===== src/rtl/tttv2.sv =====
// ---------------------------------------------------------------------------
// tttv2 : 3x3 tic-tac-toe referee
//
// Stores the board, enforces legal moves and strict turn alternation, and
// continuously decodes the game status from the stored board. Once a game
// ends (win or draw) the board and turn freeze until reset.
//
// Ports
//   clk        in   1  system clock, rising edge
//   reset      in   1  asynchronous active-low reset
//   enable     in   1  move strobe
//   data_in_x  in   2  column of move (0..2)
//   data_in_y  in   2  row of move (0..2)
//   player     in   2  id of moving player (0 or 1)
//   winner     out  2  0 = p0 won, 1 = p1 won, 2 = in progress, 3 = draw
//   stop_game  out  1  game over (win or draw)
// ---------------------------------------------------------------------------
module tttv2 (
  input  logic       clk,
  input  logic       reset,
  input  logic       enable,
  input  logic [1:0] data_in_x,
  input  logic [1:0] data_in_y,
  input  logic [1:0] player,
  output logic [1:0] winner,
  output logic       stop_game
);

  typedef enum logic [1:0] {
    CELL_P0    = 2'd0,
    CELL_P1    = 2'd1,
    CELL_EMPTY = 2'd3
  } cell_e;

  typedef enum logic [1:0] {
    ST_P0_WIN      = 2'd0,
    ST_P1_WIN      = 2'd1,
    ST_IN_PROGRESS = 2'd2,
    ST_DRAW        = 2'd3
  } status_e;

  // Board indexed [row][col]; the name game_state is observed externally.
  logic [1:0] game_state   [0:2][0:2];
  logic [1:0] game_state_d [0:2][0:2];
  logic       turn_q;
  logic       turn_d;

  logic       coords_ok;
  logic       player_ok;
  logic       cell_empty;
  logic       accept;

  logic       p0_win;
  logic       p1_win;
  logic       board_full;
  status_e    status;

  function automatic logic line_owned(input logic [1:0] a,
                                      input logic [1:0] b,
                                      input logic [1:0] c,
                                      input logic [1:0] p);
    return (a == p) && (b == p) && (c == p);
  endfunction

  function automatic logic any_line(input logic [1:0] p,
                                    input logic [1:0] gs [0:2][0:2]);
    return line_owned(gs[0][0], gs[0][1], gs[0][2], p) ||
           line_owned(gs[1][0], gs[1][1], gs[1][2], p) ||
           line_owned(gs[2][0], gs[2][1], gs[2][2], p) ||
           line_owned(gs[0][0], gs[1][0], gs[2][0], p) ||
           line_owned(gs[0][1], gs[1][1], gs[2][1], p) ||
           line_owned(gs[0][2], gs[1][2], gs[2][2], p) ||
           line_owned(gs[0][0], gs[1][1], gs[2][2], p) ||
           line_owned(gs[0][2], gs[1][1], gs[2][0], p);
  endfunction

  // ---------------------------------------------------------------------
  // Status decode, purely combinational from the stored board.
  // Player 0 is checked first, then player 1, and a win beats a full board.
  // ---------------------------------------------------------------------
  always_comb begin
    p0_win     = any_line(CELL_P0, game_state);
    p1_win     = any_line(CELL_P1, game_state);
    board_full = (game_state[0][0] != CELL_EMPTY) &&
                 (game_state[0][1] != CELL_EMPTY) &&
                 (game_state[0][2] != CELL_EMPTY) &&
                 (game_state[1][0] != CELL_EMPTY) &&
                 (game_state[1][1] != CELL_EMPTY) &&
                 (game_state[1][2] != CELL_EMPTY) &&
                 (game_state[2][0] != CELL_EMPTY) &&
                 (game_state[2][1] != CELL_EMPTY) &&
                 (game_state[2][2] != CELL_EMPTY);

    status = ST_IN_PROGRESS;
    if (p0_win) begin
      status = ST_P0_WIN;
    end else if (p1_win) begin
      status = ST_P1_WIN;
    end else if (board_full) begin
      status = ST_DRAW;
    end
  end

  assign winner    = status;
  assign stop_game = (status != ST_IN_PROGRESS);

  // ---------------------------------------------------------------------
  // Move legality and next-state
  // ---------------------------------------------------------------------
  always_comb begin
    coords_ok = (data_in_x <= 2'd2) && (data_in_y <= 2'd2);
    // Matching the 1-bit turn zero-extended also rules out player ids 2..3.
    player_ok = (player == {1'b0, turn_q});
    // The cell read is only meaningful with in-range coordinates.
    cell_empty = coords_ok && (game_state[data_in_y][data_in_x] == CELL_EMPTY);
    accept     = enable && !stop_game && coords_ok && player_ok && cell_empty;

    game_state_d = game_state;
    turn_d       = turn_q;
    if (accept) begin
      game_state_d[data_in_y][data_in_x] = player;
      turn_d                             = ~turn_q;
    end
  end

  always_ff @(posedge clk or negedge reset) begin
    if (!reset) begin
      game_state <= '{default: CELL_EMPTY};
      turn_q     <= 1'b0;
    end else begin
      game_state <= game_state_d;
      turn_q     <= turn_d;
    end
  end

endmodule


===== config.mk =====
export PLATFORM = sky130hd
export DESIGN_NAME = tttv2
export DESIGN_NICKNAME = d
export VERILOG_FILES = /design/src/rtl/tttv2.sv
export SDC_FILE = /design/constraint.sdc
export NUM_CORES = 1
export LEC_CHECK = 0
export ABC_CLOCK_PERIOD_IN_PS = 3000
export CAP_MARGIN = 20
export CORE_UTILIZATION = 40
export CTS_CLUSTER_SIZE = 25
export DETAILED_ROUTE_END_ITERATION = 8
export SYNTH_ARGS = -nofsm -noshare
export SYNTH_HDL_FRONTEND = slang
export SYNTH_SLANG_ARGS = --single-unit

===== constraint.sdc =====
create_clock -name clk -period 3 [get_ports clk]
set_clock_uncertainty 0.1 [all_clocks]
set_input_delay 0.6 -clock clk [delete_from_list [all_inputs] [get_ports clk]]
set_output_delay 0.6 -clock clk [all_outputs]
set_load 0.005 [all_outputs]

After elaboration in Yosys (flattened, before gate mapping)
Index checks and enable logic that the tools add are counted.
{"block": "word_totals", "in_bits": 9, "out_inout_bits": 3, "register_bits": 19}
{"block": "classes", "reduce_logical": 72, "mux": 14, "order_cmp": 6, "n_eq_ne": 21, "bitwise": 3}
{"operator": "$logic_and 1x1->1", "n": 48}
{"operator": "$ne 2x2->1 const B", "n": 10}
{"operator": "$bwmux 18", "n": 1}
{"operator": "$eq 2x1->1 const B", "n": 9}
{"operator": "$logic_not 2->1", "n": 9}
{"operator": "$mux 6", "n": 3}
{"operator": "$logic_or 1x1->1", "n": 14}
{"operator": "$bmux 6 s2", "n": 1}
{"operator": "$demux 6 s2", "n": 1}
{"operator": "$mux 2", "n": 5}
{"operator": "$ge 3x3->1 const B", "n": 2}
{"operator": "$lt 3x1->1 const B", "n": 2}
{"operator": "$not 2->3", "n": 2}
{"operator": "$bmux 2 s2", "n": 1}
{"operator": "$demux 2 s2", "n": 1}
{"operator": "$le 2x2->1 const B", "n": 2}
{"operator": "$eq 2x1->1", "n": 1}
{"operator": "$eq 2x2->1 const B", "n": 1}
{"operator": "$logic_not 1->1", "n": 1}
{"operator": "$mux 1", "n": 1}
{"operator": "$not 1->1", "n": 1}

Logic depth before layout (Yosys ltp)
Gate-level depths: netlist (run 1).
{"block": "logic_depth", "depth_word": 18, "ltp_mapped": 8}

Worst setup path after synthesis (run 1)
Ideal clock, no wire load.
{"block": "synth_path", "path_type": "register to output", "startpoint": "register game_state[5] in the netlist's numbering", "endpoint": "output stop_game", "path_stages_with_launch": 8, "slack_ns": 0.705, "t_arrival_ns": 1.595, "t_required_ns": 2.300, "n_path_buf": 2, "cell_sequence": "dfstp_2 buf_4 and4bb_1 o21ai_2 nand4_2 a311oi_2 buf_4 inv_1"}
{"block": "synth_between", "elab_chain_len": 12}
{"item": "start, declared", "line_no": "43", "text": "logic [1:0] game_state [0:2][0:2];"}
{"item": "start signal, assigned", "line_no": "131", "text": "game_state <= game_state_d;"}
{"item": "$eq 2x1->1", "line_no": "62", "text": "return (a == p) && (b == p) && (c == p);"}
{"item": "$logic_and 1x1->1 (2 in a row)", "line_no": "62"}
{"item": "$logic_or 1x1->1", "line_no": "68", "text": "line_owned(gs[1][0], gs[1][1], gs[1][2], p) ||"}
{"item": "$logic_or 1x1->1", "line_no": "69", "text": "line_owned(gs[2][0], gs[2][1], gs[2][2], p) ||"}
{"item": "$logic_or 1x1->1", "line_no": "70", "text": "line_owned(gs[0][0], gs[1][0], gs[2][0], p) ||"}
{"item": "$logic_or 1x1->1", "line_no": "71", "text": "line_owned(gs[0][1], gs[1][1], gs[2][1], p) ||"}
{"item": "$logic_or 1x1->1", "line_no": "72", "text": "line_owned(gs[0][2], gs[1][2], gs[2][2], p) ||"}
{"item": "$logic_or 1x1->1", "line_no": "73", "text": "line_owned(gs[0][0], gs[1][1], gs[2][2], p) ||"}
{"item": "$mux 2", "line_no": "97", "text": "end else if (p1_win) begin"}
{"item": "$mux 2 (*)", "line_no": "95", "text": "if (p0_win) begin"}
{"item": "$ne 2x2->1 (*)", "line_no": "105", "text": "assign stop_game = (status != ST_IN_PROGRESS);"}
{"item": "end, declared", "line_no": "26", "text": "output logic stop_game"}
Mark *: on every way between the ends. The rest lies on a longest branch, timed or not.

Worst setup path after layout (run 1)
{"block": "layout_path", "startpoint": "register game_state[17] in the netlist's numbering", "endpoint": "output stop_game"}
{"block": "layout_between", "elab_chain_len": 13}
{"item": "$ne 2x2->1 / $eq 2x1->1 (equally long branches)", "line_no": "84, 62"}
{"item": "$logic_and 1x1->1, on equally long branches", "line_no": "84, 62"}
{"item": "$logic_and 1x1->1, on equally long branches", "line_no": "85, 62"}
{"item": "$logic_and 1x1->1 / $logic_or 1x1->1 (equally long branches)", "line_no": "86, 67"}
{"item": "$logic_and 1x1->1 / $logic_or 1x1->1 (equally long branches)", "line_no": "87, 68"}
{"item": "$logic_and 1x1->1 / $logic_or 1x1->1 (equally long branches)", "line_no": "88, 69"}
{"item": "$logic_and 1x1->1 / $logic_or 1x1->1 (equally long branches)", "line_no": "89, 70"}
{"item": "$logic_and 1x1->1 / $logic_or 1x1->1 (equally long branches)", "line_no": "90, 71"}
{"item": "$logic_and 1x1->1 / $logic_or 1x1->1 (equally long branches)", "line_no": "91, 72"}
{"item": "$mux 1 / $logic_or 1x1->1 (equally long branches)", "line_no": "99, 73"}
{"item": "$mux 2", "line_no": "97"}
{"item": "$mux 2 (*)", "line_no": "95"}
{"item": "$ne 2x2->1 (*)", "line_no": "105"}
Marks and branches as above.

==> impl_metrics.yaml, run 1 <==
logic_synthesis:
  synth-adder-area-share_pct: 0
  postSynth.topFlopCell: "dfstp_2"
  synth.distinct_cells: 46
  synth-seq-area-share_pct: 35.5
  main_combinational_cell_family_by_area_after_synthesis: "simple AND/OR/NAND/NOR gates"
  ys_async_sr_fraction_pct: 100
  ys_ff_latch: 19
  synth_top_cells_by_area: "dfstp_2 34%, mux2_1 5.6%, nor4_1 4.5%"
  netlist_area_sq_um: 1400
  synth_largest_area_cell: "dfstp_2"
  synth-compound-area-share_pct: 14.6
  synth_area_per_cell_sq_um: 9.62
  synth_top_area_share_pct: 33.7
  synth_warnings: 0
  number_of_nets_in_the_synthesized_netlist: 155
  synth_xor_xnor_area_share_pct: 1.25
  post_synth_and_or_nand_nor_area_fraction_pct: 33.7
  synth-edff-count: 0
  syn_inst: 146
  synth.area.mux_share_pct: 9.63
critical_path:
  r2r_slack_ps: 490
  start_kind: "flop"
  critical_path.reg2reg.startpoint: "game_state[17]$_DFFE_PN1P_"
  worstSetupEndpointType: "primary output"
  start_to_end_type_of_the_worst_setup_path: "flop to primary output"
  arrival_ps: 2200
  required_time_of_the_worst_setup_path_ps: 2300
  worstPathMaxFanout: 6
  count_of_cells_along_the_worst_register_to_register_path: 7
  critPathLaunch: "game_state[17]$_DFFE_PN1P_"
  reg2reg_to: "game_state[16]$_DFFE_PN1P_"
detailed_routing:
  wl_per_cell_um: 17.6
  antenna_left: 0
  drt-vias-per-instance: 5.99
  vias: 1383
  drt_pre_antenna_iters: 4
  first_iter_violations: 95
  drt-total-wl_um: 4070
  drt_drc_violations_left: 0
floorplan:
  initial_utilization_pct: 42.1
  num_io_pins: 12
  die_w_um: 61.2
  die_h_um: 61.2
  std_cell_rows: 21
  fp.dieArea_sq_um: 3750
  floorplan.core_area_sq_um: 3340
status:
  run_status: "completed"
global_routing:
  met1_usage_pct: 30.2
  global_route_usage_sum_pct: 23.9
  antenna_found_initial: 0
  grt_first_pass_wirelength_um: 6330
  grt.overflow.total: 0
  use_met2_pct: 40.8
  met3_usage_pct: 3.57
  grt_start_max_net_pins: 20
  globalRoute.busiestLayer: "met2"
  vias_in_the_first_global_route: 1273
clocking:
  cts-root-to-sink-buffers: 2
  tritoncts.num_buffers: 3
  clock_sinks: 19
  worst_setup_hold_path_clk_slew_ps: 110
  insertion_delay_ps: 300
  clk_root_buffer_cell: "clkbuf_4"
  cts-htree-levels: 1
  cts_tree: "done"
job:
  max-cap-violations: 0
sta:
  relSlewSlack_pct: 43.3
  totalNegativeSetupSlack_ps: 0
  timing_worst_slew_pin_value_ps: 847
  clock.fmax_mhz: 345
  final_period_minus_worst_setup_slack_ps: 2900
  final-max-slew-violation-count: 0
  setup_repair_after_global_routing_missed_its_margin: "no"
  setup_viol_count_final: 0
  layout_worst_path_cycle_share_pct: 96.6
  report.final.hold_viol_count: 0
layout:
  proportion_of_layout_cells_with_a_drive_suffix_above_1_pct: 38.4
  insertedDiodeCount: 0
  final_cell_mix: "36 x buf_4, 18 x dfstp_2, 12 x nor2_1"
  post-route-util_pct: 54.7
  layout_commonest_cell: "buf_4"
  signed_area_change_from_the_synthesized_netlist_to_the_final_layout_pct: 30.1
  finalNetCount: 195
hold_path:
  min_to: "turn_q$_DFFE_PN0P_"
  hold_path_class: "flop to flop"
  holdPathStages: 1
  worst_hold_startpoint: "turn_q$_DFFE_PN0P_"
power:
  power_leakage_nw: 0.760
  ir_drop_mv: 0.188
  power_density_nw_per_um2: 238
  total_power_mw: 0.435
placement:
  finalWeightedCongestion: 0.960
  numPortBuffers: 11
  dp_hpwl_um: 2630
[synth_stat cells, drive strengths merged (3+ instances only)]
cell     n
dfstp   18
nor2    12
buf     10
nor4    10
mux2     9
o21ai    8
and2     7
nand4    7
nor4bb   5
and4bb   4
nand2    4
nand2b   4
nor2b    4
nor3     4
a21oi    3
a22oi    3
a31oi    3
inv      3
mux2i    3
nand3    3
nand3b   3
[worst max path at each step]
stage,endpoint,slack [ps]
5_1_grt,stop_game,30
2_1_floorplan,stop_game,710
4_1_cts,winner[0],30
3_3_place_gp,game_state[16]$_DFFE_PN1P_,180
3_5_place_dp,game_state[16]$_DFFE_PN1P_,160
6_report,stop_game,100
[power by group]
group | internal [mW] | switching [mW]
logic | 0.0211 | 0.0239
clock network | 0.0519 | 0.0803
registers | 0.257 | 0
total | 0.330 | 0.104
[critical path, cell delays in order, from the launching register on]
cell and delay, ps:
dfstp_2 620, nor4_1 70, o31ai_1 260, nand4_1 190, a311oi_2 420, inv_1 70, dlygate4sd2_1 270
[registers in the layout (all words and copies together), names as in the netlist]
register,count
turn_q,1
game_state,18
[cell type report]
| cell class | instances | area, sq um |
|---|---|---|
| Clock buffer | 4 | 26.3 |
| Fill cell | 309 | 1510 |
| Inverter | 3 | 11.3 |
| Multi-Input combinational cell | 112 | 850 |
| Timing Repair Buffer | 47 | 384 |
| Sequential cell | 19 | 498 |
| Tap cell | 46 | 57.6 |
[metal layers]
metal / wire length [um] / vias up
met5: 0 / -
met4: 103 / 0
met3: 217 / 11
met2: 2010 / 59
met1: 1730 / 675
li1: - / 638
[what timing repair did]
action | CTS | global route
gates resized for setup | 1 | 6
pin swaps | 3 | 2
hold buffers | 0 | 0
setup buffers | 25 | 2
setup endpoints to repair | 1 | 2
[metrics by stage]
stage / setup WS [ps] / area (sq um) / std cells / hold WS, ps
floorplan: 705 / 1400 / 146 / 204
global placement: 179 / 1580 / 200 / 383
detailed placement: 157 / 1580 / 200 / 388
CTS: 30.4 / 1790 / 229 / 407
global route: 27.7 / 1830 / 231 / 415
finish: 103 / 1830 / 231 / 402
[cell families after synthesis]
| kind of cell | Yosys count |
|---|---|
| DFF | 19 |
| and+or+nand+nor | 72 |
| xor gates and xnor gates | 2 |
| muxes | 12 |
| buffers and inverters | 15 |
| AOI/OAI and AO/OA | 26 |
No activity file was read; power rests on OpenSTA's default activity.
==> run 2: changes to the inputs <==
--- a/config.mk
+++ b/config.mk
@@ -8,7 +8,7 @@
 export ABC_CLOCK_PERIOD_IN_PS = 3000
 export CAP_MARGIN = 20
 export CORE_UTILIZATION = 40
-export CTS_CLUSTER_SIZE = 25
+export CTS_CLUSTER_SIZE = 8
 export DETAILED_ROUTE_END_ITERATION = 8
 export SYNTH_ARGS = -nofsm -noshare
 export SYNTH_HDL_FRONTEND = slang
==> results of run 2 <==
No change in the layout: final DEF, timing and power equal those of run 1.
==> run 3: changes to the inputs <==
--- a/config.mk
+++ b/config.mk
@@ -6,7 +6,6 @@
 export NUM_CORES = 1
 export LEC_CHECK = 0
 export ABC_CLOCK_PERIOD_IN_PS = 3000
-export CAP_MARGIN = 20
 export CORE_UTILIZATION = 40
 export CTS_CLUSTER_SIZE = 8
 export DETAILED_ROUTE_END_ITERATION = 8
==> results of run 3 <==
No change in the layout: final DEF, timing and power equal those of run 1.
